**src/rtl/maze_game_pkg.sv**
```systemverilog
// Shared types and constants for the maze game level/score logic.
//   level_t      : latched difficulty level (NONE when nothing is latched)
//   state_t      : round sequencer states
//   tiles_t      : bonus tile coordinates for one level
//   tiles_of     : per-level bonus tile lookup (all zero for NONE)
//   decode_level : one-hot switch pattern to level, NONE if not exactly one high
package maze_game_pkg;

  typedef enum logic [1:0] {NONE, EASY, MEDIUM, HARD} level_t;

  typedef enum logic [2:0] {IDLE, SELECT, ARMED, PLAY, WIN, LOSE} state_t;

  localparam logic [7:0] START_SCORE_DEF = 8'd60;
  localparam logic [7:0] SCORE_MAX_DEF   = 8'd99;
  localparam logic [7:0] BONUS_DEF       = 8'd5;

  typedef struct packed {
    logic [4:0] plus_x;
    logic [4:0] plus_y;
    logic [4:0] minus_x;
    logic [4:0] minus_y;
  } tiles_t;

  function automatic tiles_t tiles_of(level_t lvl);
    tiles_t t;
    t = '0;
    case (lvl)
      HARD: begin
        t.plus_x  = 5'd1;  t.plus_y  = 5'd21;
        t.minus_x = 5'd3;  t.minus_y = 5'd5;
      end
      MEDIUM: begin
        t.plus_x  = 5'd21; t.plus_y  = 5'd4;
        t.minus_x = 5'd10; t.minus_y = 5'd6;
      end
      EASY: begin
        t.plus_x  = 5'd17; t.plus_y  = 5'd9;
        t.minus_x = 5'd10; t.minus_y = 5'd9;
      end
      default: t = '0;
    endcase
    return t;
  endfunction

  function automatic level_t decode_level(logic hard, logic med, logic easy);
    level_t l;
    case ({hard, med, easy})
      3'b100:  l = HARD;
      3'b010:  l = MEDIUM;
      3'b001:  l = EASY;
      default: l = NONE;
    endcase
    return l;
  endfunction

endpackage

```
**src/rtl/maze_score_unit.sv**
```systemverilog
// Score register with saturating bonus/penalty arithmetic and one-shot tile flags.
//   clock, resetn          : clock, async active-low reset
//   load                   : load START_SCORE and clear the used flags
//   upd                    : commit score_nxt and any tile hits this cycle
//   tick, plus_hit, minus_hit : score adjustments (-1, +BONUS, -BONUS)
//   score                  : current score
//   score_nxt              : clamped score if upd were asserted now
//   plus_used, minus_used  : tile consumed this round
module maze_score_unit
  import maze_game_pkg::*;
#(
  parameter logic [7:0] START_SCORE = START_SCORE_DEF,
  parameter logic [7:0] SCORE_MAX   = SCORE_MAX_DEF,
  parameter logic [7:0] BONUS       = BONUS_DEF
) (
  input  logic       clock,
  input  logic       resetn,
  input  logic       load,
  input  logic       upd,
  input  logic       tick,
  input  logic       plus_hit,
  input  logic       minus_hit,
  output logic [7:0] score,
  output logic [7:0] score_nxt,
  output logic       plus_used,
  output logic       minus_used
);

  localparam logic signed [8:0] MAX_S   = $signed({1'b0, SCORE_MAX});
  localparam logic signed [8:0] BONUS_S = $signed({1'b0, BONUS});

  logic signed [8:0] sum;

  // score never exceeds SCORE_MAX, so 9-bit signed cannot overflow here
  always_comb begin
    sum = $signed({1'b0, score});
    if (tick)      sum = sum - 9'sd1;
    if (plus_hit)  sum = sum + BONUS_S;
    if (minus_hit) sum = sum - BONUS_S;
    if (sum[8])             score_nxt = 8'd0;
    else if (sum > MAX_S)   score_nxt = SCORE_MAX;
    else                    score_nxt = sum[7:0];
  end

  always_ff @(posedge clock or negedge resetn) begin
    if (!resetn) begin
      score      <= 8'd0;
      plus_used  <= 1'b0;
      minus_used <= 1'b0;
    end else if (load) begin
      score      <= START_SCORE;
      plus_used  <= 1'b0;
      minus_used <= 1'b0;
    end else if (upd) begin
      score <= score_nxt;
      if (plus_hit)  plus_used  <= 1'b1;
      if (minus_hit) minus_used <= 1'b1;
    end
  end

endmodule

```
**src/rtl/maze_level_controller.sv**
```systemverilog
// Maze round sequencer: level selection with switch debounce, play, WIN/LOSE.
//   clock, resetn            : clock, async active-low reset
//   hard, med, easy          : level switches (synchronised)
//   start, tick, move        : one-cycle pulses
//   player_x, player_y       : player cell after a move
//   at_exit                  : player is on the exit cell
//   play_hard/medium/easy    : one-hot latched level (ARMED/PLAY only)
//   plus_*/minus_*           : bonus tile coordinates of the latched level
//   plus_used, minus_used    : tile consumed this round
//   score                    : current score
//   playing, win, lose       : state flags
//   maze_reset               : high in IDLE
//
// state  | meaning
// IDLE   | no level; wait for exactly one switch high
// SELECT | pattern captured; must hold STABLE_CYCLES samples
// ARMED  | level latched, score loaded; wait for start
// PLAY   | round running; abort/exit/score/lose in that priority
// WIN    | player reached exit; hold until start
// LOSE   | score hit zero; hold until start
module maze_level_controller
  import maze_game_pkg::*;
#(
  parameter logic [7:0]  START_SCORE   = START_SCORE_DEF,
  parameter logic [7:0]  SCORE_MAX     = SCORE_MAX_DEF,
  parameter logic [7:0]  BONUS         = BONUS_DEF,
  parameter int unsigned STABLE_CYCLES = 1000
) (
  input  logic       clock,
  input  logic       resetn,
  input  logic       hard,
  input  logic       med,
  input  logic       easy,
  input  logic       start,
  input  logic       tick,
  input  logic       move,
  input  logic [4:0] player_x,
  input  logic [4:0] player_y,
  input  logic       at_exit,
  output logic       play_hard,
  output logic       play_medium,
  output logic       play_easy,
  output logic [4:0] plus_x,
  output logic [4:0] plus_y,
  output logic [4:0] minus_x,
  output logic [4:0] minus_y,
  output logic       plus_used,
  output logic       minus_used,
  output logic [7:0] score,
  output logic       playing,
  output logic       win,
  output logic       lose,
  output logic       maze_reset
);

  localparam int CW = $clog2(STABLE_CYCLES + 1);
  // the IDLE cycle that captures the pattern counts as the first stable sample
  localparam logic [CW-1:0] CNT_LOAD = CW'(STABLE_CYCLES - 1);

  state_t        state, state_nxt;
  level_t        lvl, lvl_nxt, cap, sw_lvl;
  logic [CW-1:0] cnt;
  logic          load, upd, act_nxt;
  logic          plus_hit, minus_hit;
  logic [7:0]    score_nxt;

  assign sw_lvl    = decode_level(hard, med, easy);
  assign plus_hit  = move && (player_x == plus_x) && (player_y == plus_y) && !plus_used;
  assign minus_hit = move && (player_x == minus_x) && (player_y == minus_y) && !minus_used;

  always_comb begin
    state_nxt = state;
    load      = 1'b0;
    upd       = 1'b0;
    case (state)
      IDLE:   if (sw_lvl != NONE) state_nxt = SELECT;
      SELECT: begin
        if (sw_lvl != cap) state_nxt = IDLE;
        else if (cnt <= CW'(1)) begin
          state_nxt = ARMED;
          load      = 1'b1;
        end
      end
      ARMED: begin
        if (sw_lvl != lvl) state_nxt = IDLE;
        else if (start)    state_nxt = PLAY;
      end
      PLAY: begin
        if (sw_lvl != lvl) state_nxt = IDLE;
        else if (at_exit)  state_nxt = WIN;
        else begin
          upd = 1'b1;
          if (score_nxt == 8'd0) state_nxt = LOSE;
        end
      end
      WIN, LOSE: if (start) state_nxt = IDLE;
      default:   state_nxt = IDLE;
    endcase

    if (load)                   lvl_nxt = cap;
    else if (state_nxt == IDLE) lvl_nxt = NONE;
    else                        lvl_nxt = lvl;

    act_nxt = (state_nxt == ARMED) || (state_nxt == PLAY);
  end

  always_ff @(posedge clock or negedge resetn) begin
    if (!resetn) begin
      state       <= IDLE;
      lvl         <= NONE;
      cap         <= NONE;
      cnt         <= '0;
      play_hard   <= 1'b0;
      play_medium <= 1'b0;
      play_easy   <= 1'b0;
      {plus_x, plus_y, minus_x, minus_y} <= '0;
      playing     <= 1'b0;
      win         <= 1'b0;
      lose        <= 1'b0;
      maze_reset  <= 1'b1;
    end else begin
      state <= state_nxt;
      lvl   <= lvl_nxt;
      if (state == IDLE && state_nxt == SELECT) begin
        cap <= sw_lvl;
        cnt <= CNT_LOAD;
      end else if (state_nxt == SELECT) begin
        cnt <= cnt - CW'(1);
      end else begin
        cnt <= '0;
      end
      play_hard   <= act_nxt && (lvl_nxt == HARD);
      play_medium <= act_nxt && (lvl_nxt == MEDIUM);
      play_easy   <= act_nxt && (lvl_nxt == EASY);
      {plus_x, plus_y, minus_x, minus_y} <= tiles_of(lvl_nxt);
      playing     <= (state_nxt == PLAY);
      win         <= (state_nxt == WIN);
      lose        <= (state_nxt == LOSE);
      maze_reset  <= (state_nxt == IDLE);
    end
  end

  maze_score_unit #(
    .START_SCORE (START_SCORE),
    .SCORE_MAX   (SCORE_MAX),
    .BONUS       (BONUS)
  ) u_score (
    .clock      (clock),
    .resetn     (resetn),
    .load       (load),
    .upd        (upd),
    .tick       (tick),
    .plus_hit   (plus_hit),
    .minus_hit  (minus_hit),
    .score      (score),
    .score_nxt  (score_nxt),
    .plus_used  (plus_used),
    .minus_used (minus_used)
  );

endmodule

```
**config.mk**
```make
export PLATFORM = sky130hd
export DESIGN_NAME = maze_level_controller
export DESIGN_NICKNAME = d
export VERILOG_FILES = /design/src/rtl/maze_game_pkg.sv /design/src/rtl/maze_score_unit.sv /design/src/rtl/maze_level_controller.sv
export SDC_FILE = /design/constraint.sdc
export NUM_CORES = 1
export LEC_CHECK = 0
export ABC_AREA = 1
export BUFFER_PORTS_ARGS = -buffer_cell sky130_fd_sc_hd__buf_2
export CAP_MARGIN = 20
export CORE_MARGIN = 5
export CORE_UTILIZATION = 40
export CTS_BUF_LIST = sky130_fd_sc_hd__clkbuf_8
export DETAILED_ROUTE_END_ITERATION = 7
export GPL_TIMING_DRIVEN = 0
export PLACE_DENSITY = 0.69
export SLEW_MARGIN = 0
export SYNTH_ARGS = -nofsm -noshare
export SYNTH_HDL_FRONTEND = slang
export SYNTH_HIERARCHICAL = 1
export SYNTH_SLANG_ARGS = --single-unit
```
**constraint.sdc**
```tcl
create_clock -name clock -period 3.7 [get_ports clock]
set_input_delay 0.185 -clock clock [delete_from_list [all_inputs] [get_ports clock]]
set_output_delay 0.185 -clock clock [all_outputs]
set_load 0.02 [all_outputs]
```
==> results of run 1 <==
==> what timing repair did <==
| action | CTS | global route |
|---|---|---|
| setup buffers | 24 | 10 |
| pin swaps | 37 | 41 |
| gates cloned | 0 | 1 |
| setup endpoints to repair | 25 | 27 |
| gates resized for setup | 42 | 44 |
==> synthesized netlist by cell type, types with 2 or more instances <==
master / instances
sky130_fd_sc_hd__nand4_1: 15
sky130_fd_sc_hd__nand3b_1: 2
sky130_fd_sc_hd__nor3_1: 9
sky130_fd_sc_hd__nor2_2: 4
sky130_fd_sc_hd__inv_2: 13
sky130_fd_sc_hd__a21oi_2: 5
sky130_fd_sc_hd__conb_1: 2
sky130_fd_sc_hd__dfrtp_1: 39
sky130_fd_sc_hd__nor2_4: 4
sky130_fd_sc_hd__a211oi_1: 2
sky130_fd_sc_hd__xor2_1: 9
sky130_fd_sc_hd__nand3_1: 34
sky130_fd_sc_hd__a21oi_4: 2
sky130_fd_sc_hd__nand2_1: 102
sky130_fd_sc_hd__a21oi_1: 20
sky130_fd_sc_hd__nand2_2: 17
sky130_fd_sc_hd__xnor2_1: 5
sky130_fd_sc_hd__inv_1: 57
sky130_fd_sc_hd__nor2_1: 51
sky130_fd_sc_hd__ha_1: 9
sky130_fd_sc_hd__clkbuf_1: 2
sky130_fd_sc_hd__nor3_2: 2
sky130_fd_sc_hd__buf_4: 15
sky130_fd_sc_hd__nand3_2: 9
sky130_fd_sc_hd__o21ai_0: 5
sky130_fd_sc_hd__nand2_4: 2
==> sequential cells by signal, indices dropped and copies added, names as in the netlist <==
name and cells:
win 1, u_score/minus_used 1, plus_y 1, minus_y 2, playing 1, u_score/plus_used 1, play_medium 1, u_score/score 8
cnt 10, play_easy 1, play_hard 1, state 3, lvl 2, minus_x 3, lose 1, cap 2
maze_reset 1
==> worst max-delay path: cells and delay by family (launching register included) <==
kind | cells | cell delay, ps
flops | 1 | 410
buf+inv | 4 | 260
fa+ha+maj | 4 | 740
compound gates | 3 | 400
simple gates | 22 | 1930
==> report_power, final <==
group / switching, mW / internal (mW)
Combinational: 1.03 / 0.614
Sequential: 0.115 / 0.550
Clock: 0.143 / 0.127
Total: 1.28 / 1.29
==> path summary, 6_finish.rpt <==
path                                  startpoint    endpoint  depth (start not counted)
worst max-delay path            u_score/score[0]  minus_y[2]                         33
worst min-delay path                      resetn      cnt[1]                          1
worst max register to register  u_score/score[0]  minus_y[2]                         33
worst min register to register            cnt[0]      cnt[0]                          1
max in group asynchronous                 resetn  minus_y[1]                          1
min in group clock                          easy      cap[1]                          4
==> final cells by class <==
| type | count | area share |
|---|---|---|
| repair buffers | 82 | 0.1179 |
| clock buffers | 5 | 0.01634 |
| flip-flops and latches | 40 | 0.2391 |
| plain buffers | 17 | 0.02851 |
| clock inverters | 3 | 0.002970 |
| multi-input cells | 325 | 0.5013 |
| well taps | 102 | 0.03029 |
| inverters | 70 | 0.06356 |
==> stage by stage <==
step           TNS [ps]  power, mW  cells  area (um^2)    util
5_1_grt           -4745      2.796    644         4213  0.5480
3_3_place_gp      -5579      1.892    602         3542  0.4608
6_report         -942.2      2.573    644         4213  0.5480
2_1_floorplan    -585.2      1.643    451         3169       -
4_1_cts           -1213      2.384    634         3970  0.5164
3_5_place_dp      -6455      1.924    602         3542  0.4608
==> kinds of logic after synthesis <==
family,count (synthesis),share of synthesized area
AOI/OAI and AO/OA,37,0.07542
xor gates and xnor gates,14,0.03911
adders and majority gates,9,0.03591
buffers and inverters,87,0.1221
DFF,40,0.3196
other,2,0.002395
and+or+nand+nor,257,0.4054
==> per-layer routing <==
metal  up-vias  share of wire  track usage
met5         -              0            0
met4         0          0.024      0.05462
met3        22          0.047      0.03539
met2        84           0.50       0.2767
met1      1478           0.43       0.1905
li1       1590              -            -
==> tab_implementation.tex, run 1 <==
\begin{tabular}{lr}
\hline
Metric & Value \\
\hline
\multicolumn{2}{l}{\textbf{Logic synthesis}} \\
\quad Count of cell types in the netlist & 36 \\
\quad Average cell area after synthesis & 7.030 um\^{}2 \\
\quad Total standard cell area after synthesis & 3136 um\^{}2 \\
\quad Cell types occupying the most area after synthesis & sky130\_fd\_sc\_hd\_\_dfrtp\_1, sky130\_fd\_sc\_hd\_\_nand2\_1, sky130\_fd\_sc\_hd\_\_inv\_1 \\
\quad Synthesized flop and latch total & 40 \\
\quad Synthesized instance count & 446 \\
\quad Warnings, synthesis & 6 \\
\quad Top-area cell type share of the netlist area & 0.3113 \\
\quad Cell type with the largest total area after synthesis & sky130\_fd\_sc\_hd\_\_dfrtp\_1 \\
\quad Most used flip-flop cell after synthesis & sky130\_fd\_sc\_hd\_\_dfrtp\_1 \\
\quad Register area share after synthesis & 0.3196 \\
\quad Proportion of synthesized flip-flops having asynchronous set or reset & 1.000 \\
\quad EDFF count, synth & 0 \\
\multicolumn{2}{l}{\textbf{Detailed routing}} \\
\quad Violation count after the first detailed-route iteration & 144 \\
\quad Antenna-violating nets left & 0 \\
\quad Vias per cell & 4.929 \\
\quad DRC errors left & 0 \\
\quad Average wire per standard cell & 12.62 um \\
\quad Number of search-and-repair iterations in the first detailed-routing pass & 4 \\
\quad Routed Wire Length & 8.125 mm \\
\quad Total number of vias & 3174 \\
\multicolumn{2}{l}{\textbf{GRT}} \\
\quad Antenna violations before repair & 0 \\
\quad Vias in the first global route & 2969 \\
\quad Residual overflow from global routing & 0 \\
\quad GRT Overall Usage & 0.1579 \\
\quad Largest net degree at the start of global routing & 41 \\
\quad First-pass GRT wire length & 12.93 mm \\
\multicolumn{2}{l}{\textbf{Run status}} \\
\quad Status & finished with violations \\
\quad Violated checks & hold timing, setup timing \\
\multicolumn{2}{l}{\textbf{Min path}} \\
\quad Min-Delay Path Class & in -> async \\
\multicolumn{2}{l}{\textbf{Timing}} \\
\quad Worst Setup Slack, final & -160.0 ps \\
\quad Max-slew headroom & 0.4213 \\
\quad Final hold violations & 4 \\
\quad Worst hold-check slack & -1.130 ps \\
\quad Final period utilization & 1.043 \\
\quad Count of final setup violators & 9 \\
\quad Shortest clock period the worst path allows after layout & 3860 ps \\
\quad Measured slew at the worst slew-check pin & 868.0 ps \\
\quad RSZ-0062 raised after global routing & yes \\
\quad Timing-limited maximum frequency & 259.1 MHz \\
\quad Post-Route Skew & 6.343 ps \\
\quad Final slew viol count & 0 \\
\multicolumn{2}{l}{\textbf{Finish}} \\
\quad Diodes inserted & 0 \\
\quad Post-synthesis to final-layout area growth & 34.36\% \\
\quad Ratio of cells with drive above 1 in the final layout & 0.4225 \\
\quad Area used by multi-input combinational logic & 2112 um\^{}2 \\
\quad Most common cell after layout, fill and taps aside & sky130\_fd\_sc\_hd\_\_nand2\_1 \\
\quad Number of inserted filler cells in the final layout & 693 \\
\quad Area of all sequential standard cells & 1007 um\^{}2 \\
\quad \# nets final & 569 \\
\quad Most frequent cells in the layout & sky130\_fd\_sc\_hd\_\_nand2\_1, sky130\_fd\_sc\_hd\_\_inv\_1, sky130\_fd\_sc\_hd\_\_buf\_2, sky130\_fd\_sc\_hd\_\_buf\_4, sky130\_fd\_sc\_hd\_\_nor2\_1 \\
\multicolumn{2}{l}{\textbf{Die}} \\
\quad Die width & 98.54 um \\
\quad Number of core rows & 32 \\
\quad I/O pin cnt & 56 \\
\quad Height of the chip & 98.54 um \\
\quad Placeable core area & 7687 um\^{}2 \\
\quad Initial core utilization & 0.4079 \\
\quad Die Footprint & 9709 um\^{}2 \\
\multicolumn{2}{l}{\textbf{Place}} \\
\quad Placer congestion estimate & 0.8288 \\
\quad Number of buffers inserted by port buffering & 49 \\
\quad Placed wire-length estimate & 5.644 mm \\
\quad DP Worst Slack & -582.1 ps \\
\multicolumn{2}{l}{\textbf{Power and ir drop}} \\
\quad Power density over cell area & 610.9 nW/um\^{}2 \\
\quad Worst vdd ir & 0.0003483 V \\
\quad Leakage power & 2.221 nW \\
\multicolumn{2}{l}{\textbf{Worst setup path}} \\
\quad Most repeated library cell on the critical path & sky130\_fd\_sc\_hd\_\_nand2\_2 \\
\quad Critical-path cell with the highest stage delay & sky130\_fd\_sc\_hd\_\_dfrtp\_2 \\
\quad Slack of the worst reg-to-reg path & -160 ps \\
\quad Data arrival at the endpoint of the critical path & 4050 ps \\
\quad Delay of the slowest cell on the worst path & 410 ps \\
\quad Required time of the critical path & 3890 ps \\
\quad Kind of start point of the critical path & flop \\
\quad Kind of end point of the critical path & flop \\
\quad Setup CP Type & reg -> reg \\
\quad Maximum fanout count along the critical path & 5 \\
\multicolumn{2}{l}{\textbf{Clock network}} \\
\quad CTS H-Tree Depth & 2 \\
\quad Clock tree from TritonCTS & done \\
\quad Deepest clock path buffer count & 2 \\
\quad Clock latency at the later pin of the worst-skew pair & 290 ps \\
\quad CTS Hold Bufs & 0 \\
\quad Number of clock sinks & 40 \\
\quad Number of CTS-inserted buffers & 5 \\
\quad Clock root cell & sky130\_fd\_sc\_hd\_\_clkbuf\_8 \\
\quad Post-CTS clock slew at the launch and capture registers of the worst setup and hold paths & 70 ps \\
\multicolumn{2}{l}{\textbf{Flow run}} \\
\quad \# Max-Cap Violations & 0 \\
\hline
\end{tabular}
Note: power is estimated with default switching activity, not from simulation.
==> inputs of run 2 (changes only) <==
- SYNTH_HIERARCHICAL: 1 -> unset
==> tab_implementation.tex, run 2 <==
\begin{tabular}{lr}
\hline
Metric & Value \\
\hline
\multicolumn{2}{l}{\textbf{Run status}} \\
\quad Status & completed \\
\multicolumn{2}{l}{\textbf{GRT}} \\
\quad First-pass GRT wire length & 12.72 mm (-1.6\%) \\
\quad GRT Overall Usage & 0.1538 (-0.004146) \\
\quad Vias in the first global route & 2865 (-3.5\%) \\
\quad Residual overflow from global routing & 0 (unchanged) \\
\quad Largest net degree at the start of global routing & 41 (unchanged) \\
\quad Antenna violations before repair & 0 (unchanged) \\
\multicolumn{2}{l}{\textbf{Logic synthesis}} \\
\quad Most common cell in the synthesized netlist & sky130\_fd\_sc\_hd\_\_nand2\_1 \\
\quad Proportion of synthesized flip-flops having asynchronous set or reset & 1.000 (unchanged) \\
\quad Synthesized instance count & 457 (+2.5\%) \\
\quad Synthesized flop and latch total & 40 (unchanged) \\
\quad EDFF count, synth & 0 (unchanged) \\
\quad Warnings, synthesis & 0 (-6) \\
\quad Count of cell types in the netlist & 39 (+8.3\%) \\
\quad Register area share after synthesis & 0.3105 (-0.009168) \\
\quad Top-area cell type share of the netlist area & 0.3023 (-0.008927) \\
\quad Average cell area after synthesis & 7.064 um\^{}2 (+0.47\%) \\
\quad Cell type with the largest total area after synthesis & sky130\_fd\_sc\_hd\_\_dfrtp\_1 \\
\quad Total standard cell area after synthesis & 3228 um\^{}2 (+3.0\%) \\
\quad Post-synth top cells & sky130\_fd\_sc\_hd\_\_nand2\_1, sky130\_fd\_sc\_hd\_\_inv\_1, sky130\_fd\_sc\_hd\_\_nor2\_1 \\
\quad Cell types occupying the most area after synthesis & sky130\_fd\_sc\_hd\_\_dfrtp\_1, sky130\_fd\_sc\_hd\_\_nand2\_1, sky130\_fd\_sc\_hd\_\_inv\_1 \\
\quad Most used flip-flop cell after synthesis & sky130\_fd\_sc\_hd\_\_dfrtp\_1 \\
\multicolumn{2}{l}{\textbf{Worst setup path}} \\
\quad Kind of end point of the critical path & flop \\
\quad Data arrival at the endpoint of the critical path & 3870 ps (-180 ps) \\
\quad Setup CP Type & reg -> reg \\
\quad Critical-path cell with the highest stage delay & sky130\_fd\_sc\_hd\_\_dfrtp\_2 \\
\quad Most repeated library cell on the critical path & sky130\_fd\_sc\_hd\_\_buf\_4 \\
\quad Required time of the critical path & 3910 ps (+20 ps) \\
\quad Maximum fanout count along the critical path & 3 (-2) \\
\quad Slack of the worst reg-to-reg path & 40 ps (+200 ps) \\
\quad Family with the most delay on the worst path & buffers and inverters \\
\quad Delay of the slowest cell on the worst path & 420 ps (about the same) \\
\quad Number of buffers and inverters on the critical path & 14 (+10) \\
\quad Kind of start point of the critical path & flop \\
\multicolumn{2}{l}{\textbf{Detailed routing}} \\
\quad Average wire per standard cell & 12.33 um (-2.3\%) \\
\quad Violation count after the first detailed-route iteration & 122 (-15\%) \\
\quad DRC errors left & 0 (unchanged) \\
\quad Number of search-and-repair iterations in the first detailed-routing pass & 4 (unchanged) \\
\quad Antenna-violating nets left & 0 (unchanged) \\
\quad Total number of vias & 3101 (-2.3\%) \\
\quad Routed Wire Length & 8.086 mm (-0.48\%) \\
\quad Vias per cell & 4.727 (-4.1\%) \\
\multicolumn{2}{l}{\textbf{Finish}} \\
\quad Post-synthesis to final-layout area growth & 29.46\% \\
\quad Final design area excluding fillers & 4179 um\^{}2 (-0.80\%) \\
\quad Flip-flop count of the largest register after layout & 10 (unchanged) \\
\quad Most common cell after layout, fill and taps aside & sky130\_fd\_sc\_hd\_\_nand2\_1 \\
\quad \# nets final & 581 (+2.1\%) \\
\quad Most frequent cells in the layout & sky130\_fd\_sc\_hd\_\_nand2\_1, sky130\_fd\_sc\_hd\_\_inv\_1, sky130\_fd\_sc\_hd\_\_buf\_2, sky130\_fd\_sc\_hd\_\_buf\_4, sky130\_fd\_sc\_hd\_\_nor2\_1 \\
\quad Regs by FF count & cnt: 10 flops, u\_score.score: 8 flops \\
\quad Number of cells in the finished layout apart from fillers & 656 (+1.9\%) \\
\quad Register with the most flip-flops & cnt \\
\quad Ratio of cells with drive above 1 in the final layout & 0.3755 (-0.04706) \\
\quad Diodes inserted & 0 (unchanged) \\
\multicolumn{2}{l}{\textbf{Die}} \\
\quad Number of core rows & 32 (unchanged) \\
\quad Die width & 99.84 um (+1.3\%) \\
\quad Placeable core area & 7807 um\^{}2 (+1.6\%) \\
\quad I/O pin cnt & 56 (unchanged) \\
\quad Height of the chip & 99.84 um (+1.3\%) \\
\quad Initial core utilization & 0.4135 (+0.005584) \\
\quad Die Footprint & 9967 um\^{}2 (+2.7\%) \\
\multicolumn{2}{l}{\textbf{Timing}} \\
\quad Worst Setup Slack, final & 44.58 ps (+204.6 ps) \\
\quad Final hold violations & 0 (-4) \\
\quad Measured slew at the worst slew-check pin & 996.2 ps (+128.2 ps) \\
\quad Total Neg Setup Slack & 0 ps (+942.2 ps) \\
\quad Shortest clock period the worst path allows after layout & 3655 ps (-204.6 ps) \\
\quad Max-slew headroom & 0.3308 (-0.09058) \\
\quad Final slew viol count & 0 (unchanged) \\
\quad Post-Route Skew & 6.838 ps (+0.4956 ps) \\
\quad RSZ-0062 raised after global routing & yes \\
\quad Count of final setup violators & 0 (-9) \\
\quad Timing-limited maximum frequency & 273.6 MHz (+5.6\%) \\
\quad Final period utilization & 0.9880 (-0.05530) \\
\multicolumn{2}{l}{\textbf{Power and ir drop}} \\
\quad Power after layout & 2.753 mW (+7.0\%) \\
\quad Power density over cell area & 658.6 nW/um\^{}2 (+7.8\%) \\
\quad Leakage power & 2.271 nW (+2.3\%) \\
\quad Worst vdd ir & 0.0004516 V (+30\%) \\
\multicolumn{2}{l}{\textbf{Place}} \\
\quad Number of placed cells counting well taps & 613 (+1.8\%) \\
\quad Placer congestion estimate & 0.9112 (+9.9\%) \\
\quad DP Worst Slack & -447.1 ps (+135.0 ps) \\
\quad Placed wire-length estimate & 5.831 mm (+3.3\%) \\
\quad Number of buffers inserted by port buffering & 49 (unchanged) \\
\quad Placed Instance Area & 3620 um\^{}2 (+2.2\%) \\
\multicolumn{2}{l}{\textbf{Clock network}} \\
\quad Post-CTS clock slew at the launch and capture registers of the worst setup and hold paths & 80 ps (about the same) \\
\quad Clock latency at the later pin of the worst-skew pair & 290 ps (about the same) \\
\quad Number of CTS-inserted buffers & 5 (unchanged) \\
\quad Clock root cell & sky130\_fd\_sc\_hd\_\_clkbuf\_8 \\
\quad Deepest clock path buffer count & 2 (unchanged) \\
\quad CTS H-Tree Depth & 2 (unchanged) \\
\quad Clock tree from TritonCTS & done \\
\quad CTS Hold Bufs & 0 (unchanged) \\
\quad Number of clock sinks & 40 (unchanged) \\
\multicolumn{2}{l}{\textbf{Min path}} \\
\quad Min-Delay Path Class & in -> async \\
\multicolumn{2}{l}{\textbf{Flow run}} \\
\quad \# Max-Cap Violations & 0 (unchanged) \\
\hline
\end{tabular}
## run 2: changes by cell type after synthesis, sizes merged, moves of 2 or more
| cell | delta |
|---|---|
| nand3 | -11 |
| a21oi | -11 |
| o21ai | +9 |
| o21bai | +2 |
| nand2 | +16 |
| xor2 | +4 |
| nor2 | +7 |
| nor3 | -4 |
| a22oi | +2 |
| xnor2 | +3 |
| o22ai | +2 |
| nand4 | -6 |
| a211oi | -2 |
## run 2: worst reg2reg max path, delay by kind of cell (launching register included)
kind | cells | cell delay, ps
AO/OA/AOI/OAI | 1 | 80
adder cells (fa/ha/maj) | 2 | 410
buffers and inverters | 14 | 1480
flip-flops | 1 | 420
AND/OR/NAND/NOR | 13 | 1180
## run 2: repair_timing
action                                  in CTS  in global routing
endpoints found under the hold margin        0                  0
endpoints found under the setup margin      21                 20
pin swaps                                   17                 31
buffers inserted                            16                 19
resized for setup                           22                 30
## run 2: worst paths after layout
check                                 startpoint               end  cells past startpoint
max in group asynchronous                 resetn            lvl[0]                      1
min in group clock                         start          state[0]                      3
worst min-delay path                      resetn            cnt[6]                      1
worst max register to register  u_score.score[0]  u_score.score[1]                     30
worst min register to register            cap[0]            cap[0]                      2
worst max-delay path            u_score.score[0]  u_score.score[1]                     30
## run 2: power breakdown
part	switching (mW)	internal, mW	total, mW
clock	0.146	0.197	0.344
sequential	0.111	0.567	0.678
combinational	1.06	0.674	1.73
total	1.31	1.44	2.75
## run 2: routing by layer
metal	wire, um	share of wire	vias to the layer above	global-route usage
met5	0	0	-	0
met4	116	0.014	0	0.03151
met3	252	0.031	10	0.01876
met2	4298	0.53	58	0.2863
met1	3417	0.42	1429	0.1896
li1	-	-	1604	-
## run 2: stage by stage
stage               utilization  hold slack (ps)
finish                   0.5353            14.84
global route             0.5353            92.32
CTS                      0.5022            43.04
detailed placement       0.4636            356.5
global placement         0.4636            346.8
floorplan                     -           -110.6
## run 2: final cells by class
| cell class | count | area [um^2] |
|---|---|---|
| Fill cell | 737 | 3628 |
| Multi-Input combinational cell | 335 | 2034 |
| Sequential cell | 40 | 1005 |
| Timing Repair Buffer | 84 | 520.5 |
| Inverter | 72 | 275.3 |
| Tap cell | 102 | 127.6 |
| Buffer | 15 | 108.9 |
| Clock buffer | 5 | 68.82 |
| Clock inverter | 3 | 38.79 |
## run 2: kinds of logic after synthesis
family	synth area share
xor+xnor	0.05698
buf+inv	0.1174
simple gates	0.4050
other cells	0.001162
fa+ha+maj	0.03488
flops	0.3105
compound gates	0.07403
